`src/rtl/instr_fetch_unit.sv`:
```
// Instruction fetch front-end: owns the PC, fetches over a req/ack handshake,
// presents the latched instruction to decode and redirects on JUMP/JAL.
module instr_fetch_unit #(
  parameter int ADDR_W   = 12,
  parameter int RESET_PC = 0,
  parameter int CNT_W    = 16
) (
  input  logic              clk,
  input  logic              rst,
  input  logic              stall,
  output logic              imem_req,
  output logic [ADDR_W-1:0] imem_addr,
  input  logic              imem_ack,
  input  logic [15:0]       imem_rdata,
  output logic [15:0]       instr,
  output logic [3:0]        opcode,
  output logic              instr_valid,
  output logic [ADDR_W-1:0] pc_out,
  output logic [ADDR_W-1:0] link_addr,
  output logic              link_we,
  output logic [CNT_W-1:0]  retired_cnt
);

  localparam logic [ADDR_W-1:0] RESET_ADDR = ADDR_W'(RESET_PC);
  localparam logic [ADDR_W-1:0] ADDR_ONE   = ADDR_W'(1);
  localparam logic [CNT_W-1:0]  CNT_ONE    = CNT_W'(1);
  localparam logic [3:0]        OP_JUMP    = 4'b1010;
  localparam logic [3:0]        OP_JAL     = 4'b0111;

  typedef enum logic [1:0] {IDLE, REQ, HOLD} state_t;

  state_t            state;
  logic [ADDR_W-1:0] pc;
  logic              is_jump;
  logic              is_jal;

  // The fetch address is the PC flop itself, so imem_addr has no input-to-output path.
  assign imem_addr = pc;
  assign opcode    = instr[15:12];
  assign is_jump   = (instr[15:12] == OP_JUMP);
  assign is_jal    = (instr[15:12] == OP_JAL);

  always_ff @(posedge clk) begin
    if (rst) begin
      state       <= IDLE;
      pc          <= RESET_ADDR;
      imem_req    <= 1'b0;
      instr       <= 16'h0000;
      instr_valid <= 1'b0;
      pc_out      <= '0;
      link_addr   <= '0;
      link_we     <= 1'b0;
      retired_cnt <= '0;
    end else begin
      link_we <= 1'b0;
      case (state)
        IDLE: begin
          state    <= REQ;
          imem_req <= 1'b1;
        end
        REQ: begin
          if (imem_ack) begin
            instr       <= imem_rdata;
            pc_out      <= pc;
            pc          <= pc + ADDR_ONE;
            instr_valid <= 1'b1;
            imem_req    <= 1'b0;
            state       <= HOLD;
          end
        end
        HOLD: begin
          // pc already holds pc_out+1; only a redirect overrides it on the consume edge.
          if (!stall) begin
            if (retired_cnt != '1) retired_cnt <= retired_cnt + CNT_ONE;
            instr_valid <= 1'b0;
            imem_req    <= 1'b1;
            state       <= REQ;
            if (is_jump || is_jal) pc <= instr[ADDR_W-1:0];
            if (is_jal) begin
              link_addr <= pc_out + ADDR_ONE;
              link_we   <= 1'b1;
            end
          end
        end
        default: begin
          state    <= IDLE;
          imem_req <= 1'b0;
        end
      endcase
    end
  end

endmodule

```
`config.mk`:
```
export PLATFORM = sky130hd
export DESIGN_NAME = instr_fetch_unit
export DESIGN_NICKNAME = d
export VERILOG_FILES = /design/src/rtl/instr_fetch_unit.sv
export SDC_FILE = /design/constraint.sdc
export NUM_CORES = 1
export LEC_CHECK = 0
export CAP_MARGIN = 20
export CORE_MARGIN = 4
export CORE_UTILIZATION = 51
export DETAILED_ROUTE_END_ITERATION = 8
export PLACE_DENSITY = 0.92
export SETUP_SLACK_MARGIN = 0.1
export SKIP_LAST_GASP = 1
export SLEW_MARGIN = 5
export SYNTH_ARGS = -nofsm -noshare
export SYNTH_HDL_FRONTEND = slang
export SYNTH_SLANG_ARGS = --single-unit
```
`constraint.sdc`:
```
create_clock -name clk -period 3.8 [get_ports clk]
set_input_delay 0.95 -clock clk [delete_from_list [all_inputs] [get_ports clk]]
set_output_delay 0.95 -clock clk [all_outputs]
set_load 0.03 [all_outputs]
```
# Yosys cells after proc, flatten, opt, wreduce, memory -nomap -nowiden
# Index checks and enable logic that the tools add are counted.
# word_totals
elab_cells,46
reg_bits,73
in_bits,20
output_inout_bits,75
# op_classes
add_sub_neg,3
n_eq_ne,8
bitwise,2
n_mux,14
n_reduce_logical,10
# op_table
operator,n
two-way mux 12 bit,3
adder 12 x 1 -> 12 bit (second input constant),2
one-hot mux 12 bit (2 select lines),1
adder 16 x 1 -> 16 bit (second input constant),1
inequality test 16 bit (second input constant),1
AND reduction 3 bit,3
inequality test 2 bit (second input constant),3
one-hot mux 2 bit (3 select lines),1
two-way mux 1 bit,5
== test 4 x 3 -> 1 bit (second input constant),1
== test 4 bit (second input constant),1
two-way mux 2 bit,2
AND reduction 2 bit,2
AND reduction 4 bit,1
one-hot mux 1 bit (3 select lines),1
OR reduction 3 bit,1
== test 2 x 1 -> 1 bit (second input constant),1
== test 2 bit (second input constant),1
zero test 2 bit,1
NOT 1 bit,2
one-hot mux 1 bit (2 select lines),1
nonzero test 2 bit,1
logical OR 1 bit,1

# Logic depth before layout (Yosys ltp)
# Gate-level depths: netlist of run 1.
# depth
depth_word,5
ltp_mapped,6
depth_no_buf,5

# Worst setup path after synthesis of run 1
# Ideal clock, no wire load.
# synth_path
path_type,input-to-reg
from,input port stall
to,register retired_cnt[13]
setup_slack_ps,1682
path_stages,4
t_arrival_ps,2047
t_required_ps,3730
setup_time_ps,70
n_path_buf,0
path_cell_list,nor3b_4 > nand3_4 > or4_1 > a21oi_1
# synth_via
elab_chain_cells,2
# synth_rtl
item,line,source
from (decl),10,"input logic stall,"
NOT 1 bit (no source line),--,
AND reduction 3 bit (no source line),--,
to (signal assigned),74,if (retired_cnt != '1) retired_cnt <= retired_cnt + CNT_ONE;
to (decl),21,output logic [CNT_W-1:0] retired_cnt
# No other way between the ends.
# A chain may end at the register's enable or synchronous reset.

# Worst setup path after layout of run 1
# layout_path
from,input port stall
to,register link_addr[1]
# layout_via
elab_chain_cells,2
# layout_rtl
item,line,source
NOT 1 bit (no source line),--,
AND reduction 3 bit (no source line),--,
to (signal assigned),80,link_addr <= pc_out + ADDR_ONE;
to (decl),19,"output logic [ADDR_W-1:0] link_addr,"
# No other way between the ends.

==> results_dict.tcl, run 1 <==
set metrics [dict create \
    gr-total-overflow 0 \
    timing.critical_path.to_type "register" \
    grt_start_max_net_pins 70 \
    tritoncts "built" \
    hold_path_class "reg2reg" \
    yosys_warnings 0 \
    dp_hpwl_um 6215 \
    synthToLayoutAreaGrowth_pct 33.53 \
    power_leakage_nw 1.442 \
    design.portCount 95 \
    final_critical_path_setup_slack_ns 1.209 \
    fraction_of_registers_with_async_set_reset 0 \
    drc_viols 0 \
    routed_wirelength_um 9008 \
    post_synth_instance_area_um2 3358 \
    synthFlopType "dfxtp_1" \
    initial_core_util 0.5259 \
    yosys_register_bits 72 \
    gp_routability_congestion 0.9127 \
    synth_sequential_area_ratio 0.4292 \
    antenna_cells 0 \
    dpl.cell_count 551 \
    synth_fp_nets 431 \
    max-clock-path-buffers 2 \
    max-slew-margin-rel 0.5086 \
    critical_path.max_fanout 23 \
    share_of_cells_above_drive_strength_1 0.06110 \
    worst_ep_required_time_ns 4.00 \
    worst_pin_slew_ns 0.7345 \
    area_used_by_multi_input_combinational_logic_um2 1752 \
    drv.max_cap_violation_count 0 \
    clock-root-buffer "clkbuf_8" \
    grt_usage 0.2278 \
    die_h_um 89.15 \
    vias_in_the_first_global_route 3085 \
    upper_clock_frequency_limit_mhz 386.0 \
    detailedRoute.firstIterationViolations 236 \
    pre_cts_slack_ns 0.8678 \
    syn_area_per_cell_um2 8.231 \
    clkLatencyLatePin_ns 0.34 \
    drt.antenna.violating_nets 0 \
    ctsHtreeMaxLevel 3 \
    dieWidth_um 89.15 \
    clock-sinks 72 \
    period_minus_slack_ns 2.591 \
    grt_pass1_wl_um 14400 \
    cells_after_synthesis 408 \
    postPlaceCellArea_um2 4278 \
    drt-wirelength-per-cell_um 15.86 \
    clkTransAtPathRegs_ns 0.07 \
    category_of_the_worst_setup_path_launch_point "input pin" \
    synth_edf_count 0 \
    synth_cell_type_count 53 \
    final_net_count 509 \
    hold_fix_buffers_cts 0 \
    power.ir.vdd_worst_mv 0.2361 \
    layout.cell_area.non_filler_um2 4484 \
    fin_crit_sh 0.6817 \
    filler_free_cell_count_of_the_finished_design 568 \
    status "complete, no violations" \
    core_rows 29 \
    final_max_slew_viol_count 0 \
    die_area_um2 7947 \
    pwr_density_cell_nw_per_um2 343.7 \
    finClkSkew_ns 0.004310 \
    power_mw 1.541 \
    num_vias 3385 \
    rsz0062_at_grt "false" \
    num-fill-cells 506 \
    setup.worst_path.class "in2reg" \
    cts-resized-gates 0 \
    clock_buffer_count_from_cts 9 \
    vias_per_cell 5.960 \
    data_arrival_time_at_the_worst_slack_endpoint_ns 2.79 \
    grt_antenna_before_repair 0 \
    portBuffers 94 \
    accumulated_negative_setup_slack_ns 0 \
    core_area_um2 6386 \
    detailedRoute.firstPassIterationCount 6 \
    timing.final.hold_violations 0 \
    cts_setup_buffers 0 \
    sequential_cell_area_um2 1441 \
    report.final.setup_viol 0 \
]
## area by class of cell
cell class / count / share of cell area
clock inverters: 3 / 0.008929
repair buffers: 98 / 0.2154
well taps: 77 / 0.02148
multi-input cells: 297 / 0.3906
clock buffers: 13 / 0.03544
flip-flops and latches: 72 / 0.3214
inverters: 8 / 0.006696
## layout by cell type (no fill, tap or decap), drive strengths merged, types with 7 or more instances in the layout
cell type,Yosys,routed
inv,7,7
clkbuf,22,14
nand2,75,75
clkdlybuf4s50,0,93
a211oi,12,12
dfxtp,72,72
o31ai,11,11
nand4,12,12
or4,11,11
xor2,9,9
a21oi,59,59
nor2,23,23
nand3,11,11
## worst max-delay path: stages
cell,delay (ns)
clkdlybuf4s50_1,0.53
or3b_1,0.56
nor2_4,0.45
mux2i_1,0.24
nor2_1,0.05
## per-layer routing
layer,track usage,wire length (µm),up-vias
met5,0,0,-
met4,0.1110,161,0
met3,0.04700,764,18
met2,0.3784,4327,149
met1,0.2808,3754,1565
li1,-,-,1653
## power by group
group	internal, mW	switching, mW
sequential	0.768	0.0183
clock	0.338	0.265
combinational	0.0602	0.0913
## state kept, by name, summed over array words and instances (netlist names)
register,count
retired_cnt,16
pc_out,12
link_addr,12
instr,16
state,2
link_we,1
instr_valid,1
imem_addr,12
## cells in the mapped netlist, types with 3 or more instances
master	n	area share
a22oi_1	3	0.0067
a211oi_1	12	0.027
a41oi_1	3	0.0078
and4_1	6	0.016
clkbuf_1	22	0.025
buf_2	5	0.0075
dfxtp_1	72	0.43
nand3_1	10	0.015
or4_1	11	0.025
ha_1	3	0.011
buf_4	4	0.0089
nor3b_1	3	0.0067
o221a_2	3	0.010
o21ai_0	6	0.0089
nand2_1	74	0.083
nor3_1	4	0.0060
inv_1	7	0.0078
a21oi_1	59	0.088
nor2_1	22	0.025
xor2_1	9	0.023
o31ai_1	11	0.025
nand4_1	11	0.020
o32ai_1	6	0.016
or3_1	3	0.0056
and3_1	6	0.011
## stage by stage
stage | util | hold WS, ns
after floorplan | - | 0.5807
after global routing | 0.7022 | 0.5047
after global placement | 0.6699 | 0.4586
after CTS | 0.7010 | 0.4793
final | 0.7022 | 0.4761
after detailed placement | 0.6699 | 0.4678
## cells by family (layout without fill, tap and decap cells)
| group | Yosys count | count (layout) | synth area share |
|---|---|---|---|
| adders and majority gates | 3 | 3 | 0.01118 |
| muxes | 1 | 1 | 0.002981 |
| DFF | 72 | 72 | 0.4292 |
| AOI/OAI and AO/OA | 117 | 117 | 0.2236 |
| and+or+nand+nor | 166 | 166 | 0.2571 |
| xor gates and xnor gates | 10 | 10 | 0.02608 |
| buffers and inverters | 39 | 122 | 0.04993 |
## path summary, 6_finish.rpt
| path | startpoint | end | slack [ns] | cells after the start |
|---|---|---|---|---|
| min reg2reg | instr_valid$_SDFFE_PP0P_ | instr_valid$_SDFFE_PP0P_ | 0.48 | 2 |
| max | stall | link_addr[1]$_SDFFE_PP0P_ | 1.21 | 5 |
| min | instr_valid$_SDFFE_PP0P_ | instr_valid$_SDFFE_PP0P_ | 0.48 | 2 |
| max reg2reg | instr[15]$_SDFFE_PP0P_ | imem_addr[0]$_SDFFE_PP0P_ | 1.90 | 4 |
(Power assumes the default switching activity.)
==> inputs of run 2 (changes only) <==
Settings changed: CORE_UTILIZATION 51 to 48, PLACE_DENSITY 0.92 to 0.87.
Clock period 3.8 ns to 2.4 ns, I/O delays scaled along.
==> run 2 against run 1 <==
Net effect: first-iteration DRC count shrank 8.5%; final area increased by 3.2%; highest routed layer unchanged; routed wire length is 5.6% higher; combinational power up 67%; utilization is 2.1 points lower; final cell count up 5.3%; critical path type is now reg2out; critical path depth is 4 lower; via count grew 2.0%; sequential cell count unchanged; sequential share of layout area decreased by 1.0 points; worst hold slack better by 0.00078 ns; die area increased by 5.7%.
==> results_dict.tcl, run 2 (synthesized netlist as in run 1, its figures left out) <==
set metrics [dict create \
    status "complete, no violations" \
    crit_buf_inv 1 \
    vias_per_cell 5.774 \
    most-common-layout-cells "clkdlybuf4s50_1, nand2_1, dfxtp_1, a21oi_1, nor2_1" \
    pre_cts_slack_ns 0.04494 \
    core_rows 30 \
    worst_path_dominant_cell_family "buffers and inverters" \
    upper_clock_frequency_limit_mhz 453.2 \
    vias_in_the_first_global_route 3348 \
    critical_path.max_fanout 8 \
    portBuffers 94 \
    routed_wirelength_um 9516 \
    worst_pin_slew_ns 0.7256 \
    category_of_the_worst_setup_path_launch_point "register" \
    die_area_um2 8399 \
    setup.worst_path.class "reg2out" \
    final_net_count 520 \
    gp_routability_congestion 0.8562 \
    gr-total-overflow 0 \
    combPwrFrac 0.100 \
    crit_chain "clkdlybuf4s50_1" \
    grt_antenna_before_repair 0 \
    detailedRoute.firstIterationViolations 216 \
    grt_pass1_wl_um 15540 \
    seqPwrFrac 0.490 \
    clock_buffer_count_from_cts 9 \
    initial_core_util 0.4943 \
    finClkSkew_ns 0.01231 \
    switching_share 0.2486 \
    max-clock-path-buffers 2 \
    clock-root-buffer "clkbuf_8" \
    max-slew-margin-rel 0.5158 \
    cts-resized-gates 0 \
    drt.antenna.violating_nets 0 \
    hold_path_class "reg2reg" \
    period_minus_slack_ns 2.206 \
    slowest_stage "clkdlybuf4s50_1" \
    clock-sinks 72 \
    final_common_cell "clkdlybuf4s50_1" \
    cts_setup_buffers 0 \
    drc_viols 0 \
    antenna_cells 0 \
    internal_power_mw 1.908 \
    worst_ep_required_time_ns 1.80 \
    design.portCount 95 \
    rsz0062_at_grt "false" \
    timing.critical_path.to_type "output port" \
    die_h_um 91.65 \
    accumulated_negative_setup_slack_ns 0 \
    report.final.setup_viol 0 \
    ctsHtreeMaxLevel 3 \
    share_of_cells_above_drive_strength_1 0.08167 \
    final_critical_path_setup_slack_ns 0.1937 \
    final_max_slew_viol_count 0 \
    power_leakage_nw 1.503 \
    filler_free_cell_count_of_the_finished_design 598 \
    p_switching_mw 0.6310 \
    num_vias 3453 \
    synthToLayoutAreaGrowth_pct 37.85 \
    dp_hpwl_um 6579 \
    cp_slowest_stage_delay_ns 0.75 \
    clkTransAtPathRegs_ns 0.08 \
    pwr_density_cell_nw_per_um2 548.4 \
    fin_crit_sh 0.9193 \
    timing.final.hold_violations 0 \
    dieWidth_um 91.65 \
    grt_usage 0.2230 \
    dpl.cell_count 582 \
    clkLatencyLatePin_ns 0.35 \
    data_arrival_time_at_the_worst_slack_endpoint_ns 1.61 \
    biggestRegsByFlops "instr (16), retired_cnt (16)" \
    tritoncts "built" \
    clock_network_power_share 0.410 \
    grt_start_max_net_pins 70 \
    drv.max_cap_violation_count 0 \
    power.ir.vdd_worst_mv 0.3032 \
    postPlaceCellArea_um2 4417 \
    core_area_um2 6794 \
    hold_fix_buffers_cts 0 \
    layout.cell_area.non_filler_um2 4629 \
    detailedRoute.firstPassIterationCount 5 \
    drt-wirelength-per-cell_um 15.91 \
]
==> run 2: cell count changes in the layout (fill, tap and decap cells not counted), sizes merged <==
cell,delta
buf,+12
bufinv,+1
clkbuf,-3
clkinvlp,+1
==> run 2: layout make-up <==
| cell class | count | area [µm²] |
|---|---|---|
| Clock buffer | 11 | 131.4 |
| Clock inverter | 5 | 81.33 |
| Fill cell | 566 | 2165 |
| Inverter | 8 | 30.03 |
| Multi-Input combinational cell | 297 | 1752 |
| Sequential cell | 72 | 1441 |
| Tap cell | 96 | 120.1 |
| Timing Repair Buffer | 109 | 1074 |
==> run 2: stage by stage <==
step           power, mW    util  hold slack [ns]
6_report           2.539  0.6814           0.4768
3_5_place_dp       1.524  0.6501           0.4662
5_1_grt            2.618  0.6814           0.4895
2_1_floorplan      1.408       -           0.5807
4_1_cts            2.543  0.6814           0.4795
3_3_place_gp       1.518  0.6501           0.4492
==> run 2: final timing paths <==
kind                                                   to  slack, ns                      start  cells after the start
worst min register to register      instr[5]$_SDFFE_PP0P_       0.48      instr[5]$_SDFFE_PP0P_                      2
worst min-delay path                instr[5]$_SDFFE_PP0P_       0.48      instr[5]$_SDFFE_PP0P_                      2
worst max-delay path                         imem_addr[7]       0.19  imem_addr[7]$_SDFFE_PP0P_                      1
worst max register to register  imem_addr[9]$_SDFFE_PP0P_       0.52     instr[15]$_SDFFE_PP0P_                      4
==> run 2: power by group through the flow <==
stage	logic [mW]	clock network, mW	registers [mW]
finish	0.254	1.04	1.24
global route	0.270	1.10	1.25
CTS	0.253	1.05	1.24
detailed placement	0.252	0	1.27
global placement	0.248	0	1.27
floorplan	0.102	0	1.31
==> run 2: routing by layer <==
| metal | part of all wire | global-route usage |
|---|---|---|
| met5 | 0 | 0 |
| met4 | 0.018 | 0.09171 |
| met3 | 0.078 | 0.05086 |
| met2 | 0.47 | 0.3646 |
| met1 | 0.43 | 0.2830 |
==> run 2: tightest hold or removal path: cells and delay by family, from the launching register on <==
| family | cells | cell delay (ns) |
|---|---|---|
| simple gates | 1 | 0.06 |
| flops | 1 | 0.33 |
| compound gates | 1 | 0.05 |
==> inputs of run 3 (changes only) <==
Settings changed: MAX_ROUTING_LAYER set to met4.
==> run 3 against run 2 <==
Net effect: via count decreased by 0.17%; critical endpoint is now imem_addr[4]; critical path type unchanged; worst hold slack gained 0.0012 ns; power up 5.0%; clock power increased by 13%; die area did not move; highest routed layer unchanged; sequential share of layout area is 0.20 points lower.
==> results_dict.tcl, run 3 (synthesized netlist as in run 1, its figures left out) <==
set metrics [dict create \
    groute.layer.met2.usage 0.3798 \
    final_common_cell "clkdlybuf4s50_1" \
    grt_start_max_net_pins 70 \
    final_max_slew_viol_count 0 \
    portBuffers 94 \
    final_critical_path_setup_slack_ns 0.1486 \
    internal_power_mw 2.014 \
    grt.busiest_layer "met2" \
    grt.met3_usage 0.04922 \
    dp_hpwl_um 6649 \
    initial_core_util 0.4943 \
    report.final.setup_viol 0 \
    die_area_um2 8399 \
    drv.max_cap_violation_count 0 \
    die_h_um 91.65 \
    filler_free_cell_count_of_the_finished_design 598 \
    grt_pass1_wl_um 15590 \
    data_arrival_time_at_the_worst_slack_endpoint_ns 1.65 \
    drt-wirelength-per-cell_um 16.00 \
    max-clock-path-buffers 2 \
    crit_buf_inv 1 \
    vias_per_cell 5.764 \
    synthToLayoutAreaGrowth_pct 38.75 \
    biggestRegsByFlops "instr (16), retired_cnt (16)" \
    setup.worst_path.class "reg2out" \
    worst_ep_required_time_ns 1.80 \
    critical_path.max_fanout 9 \
    detailedRoute.firstIterationViolations 217 \
    antenna_cells 0 \
    dpl.cell_count 582 \
    core_rows 30 \
    power_leakage_nw 1.515 \
    category_of_the_worst_setup_path_launch_point "register" \
    max-slew-margin-rel 0.5278 \
    dieWidth_um 91.65 \
    clock-root-buffer "clkbuf_8" \
    clkLatencyLatePin_ns 0.34 \
    rsz0062_at_grt "false" \
    share_of_cells_above_drive_strength_1 0.08566 \
    timing.final.hold_violations 0 \
    fin_crit_sh 0.9381 \
    status "complete, no violations" \
    tritoncts "built" \
    num-fill-cells 551 \
    period_minus_slack_ns 2.251 \
    clock_network_power_share 0.437 \
    hold_fix_buffers_cts 0 \
    gr-total-overflow 0 \
    worst_pin_slew_ns 0.7029 \
    num_vias 3447 \
    grt_antenna_before_repair 0 \
    seqPwrFrac 0.468 \
    vias_in_the_first_global_route 3209 \
    slowest_stage "clkdlybuf4s50_1" \
    design.portCount 95 \
    cts-resized-gates 0 \
    timing.critical_path.to_type "output port" \
    final_util 0.6858 \
    gp_routability_congestion 0.9146 \
    hold_path_class "reg2reg" \
    routed_wirelength_um 9569 \
    ctsHtreeMaxLevel 3 \
    switching_share 0.2442 \
    most-common-layout-cells "clkdlybuf4s50_1, nand2_1, dfxtp_1, a21oi_1, nor2_1" \
    drc_viols 0 \
    clock_buffer_count_from_cts 9 \
    cts_setup_buffers 0 \
    drt.antenna.violating_nets 0 \
    layout.cell_area.non_filler_um2 4659 \
    pre_cts_slack_ns -0.0007701 \
    clock-sinks 72 \
    grt_usage 0.2307 \
    clkTransAtPathRegs_ns 0.08 \
    combPwrFrac 0.095 \
    power_mw 2.665 \
    cp_slowest_stage_delay_ns 0.76 \
    hold-worst-slack_ns 0.4781 \
    final_net_count 520 \
    postPlaceCellArea_um2 4417 \
    accumulated_negative_setup_slack_ns 0 \
    upper_clock_frequency_limit_mhz 444.2 \
    detailedRoute.firstPassIterationCount 5 \
    p_switching_mw 0.6508 \
    core_area_um2 6794 \
    power.ir.vdd_worst_mv 0.3253 \
    global_route.usage.met1 0.2869 \
    pwr_density_cell_nw_per_um2 571.9 \
    worst_path_dominant_cell_family "buffers and inverters" \
    crit_chain "clkdlybuf4s50_1" \
    finClkSkew_ns 0.009459 \
]
[run 3: changes by cell type in the layout (fill, tap and decap cells not counted), sizes merged]
cell,change
bufinv,+1
clkbuf,-2
clkinv,-1
clkinvlp,+1
inv,+1
[run 3: path summary, 6_finish.rpt]
path / startpoint / endpoint / slack [ns] / cells past startpoint
worst max-delay path: imem_addr[4]$_SDFFE_PP0P_ / imem_addr[4] / 0.15 / 1
worst min-delay path: instr_valid$_SDFFE_PP0P_ / instr_valid$_SDFFE_PP0P_ / 0.48 / 2
worst max register to register: retired_cnt[7]$_SDFFE_PP0P_ / retired_cnt[11]$_SDFFE_PP0P_ / 0.51 / 4
worst min register to register: instr_valid$_SDFFE_PP0P_ / instr_valid$_SDFFE_PP0P_ / 0.48 / 2
[run 3: final cells by class]
| class | instances | area, µm² | area share |
|---|---|---|---|
| Clock buffer | 9 | 123.9 | 0.02658 |
| Timing Repair Buffer | 109 | 1074 | 0.2304 |
| Inverter | 8 | 30.03 | 0.006445 |
| Multi-Input combinational cell | 297 | 1752 | 0.3759 |
| Tap cell | 96 | 120.1 | 0.02578 |
| Clock inverter | 7 | 118.9 | 0.02551 |
| Sequential cell | 72 | 1441 | 0.3093 |
[run 3: routing by layer]
layer | part of all wire | vias up
li1 | - | 1678
met1 | 0.45 | 1616
met2 | 0.48 | 139
met3 | 0.060 | 14
met4 | 0.011 | 0
met5 | 0 | -
[run 3: power groups by stage]
stage                     Clock [mW]  Combinational [mW]  Sequential, mW
after global routing            1.23               0.272            1.25
after CTS                       1.18               0.254            1.25
after detailed placement           0               0.252            1.27
after global placement             0               0.249            1.27
after floorplan                    0               0.102            1.31
final                           1.17               0.254            1.25
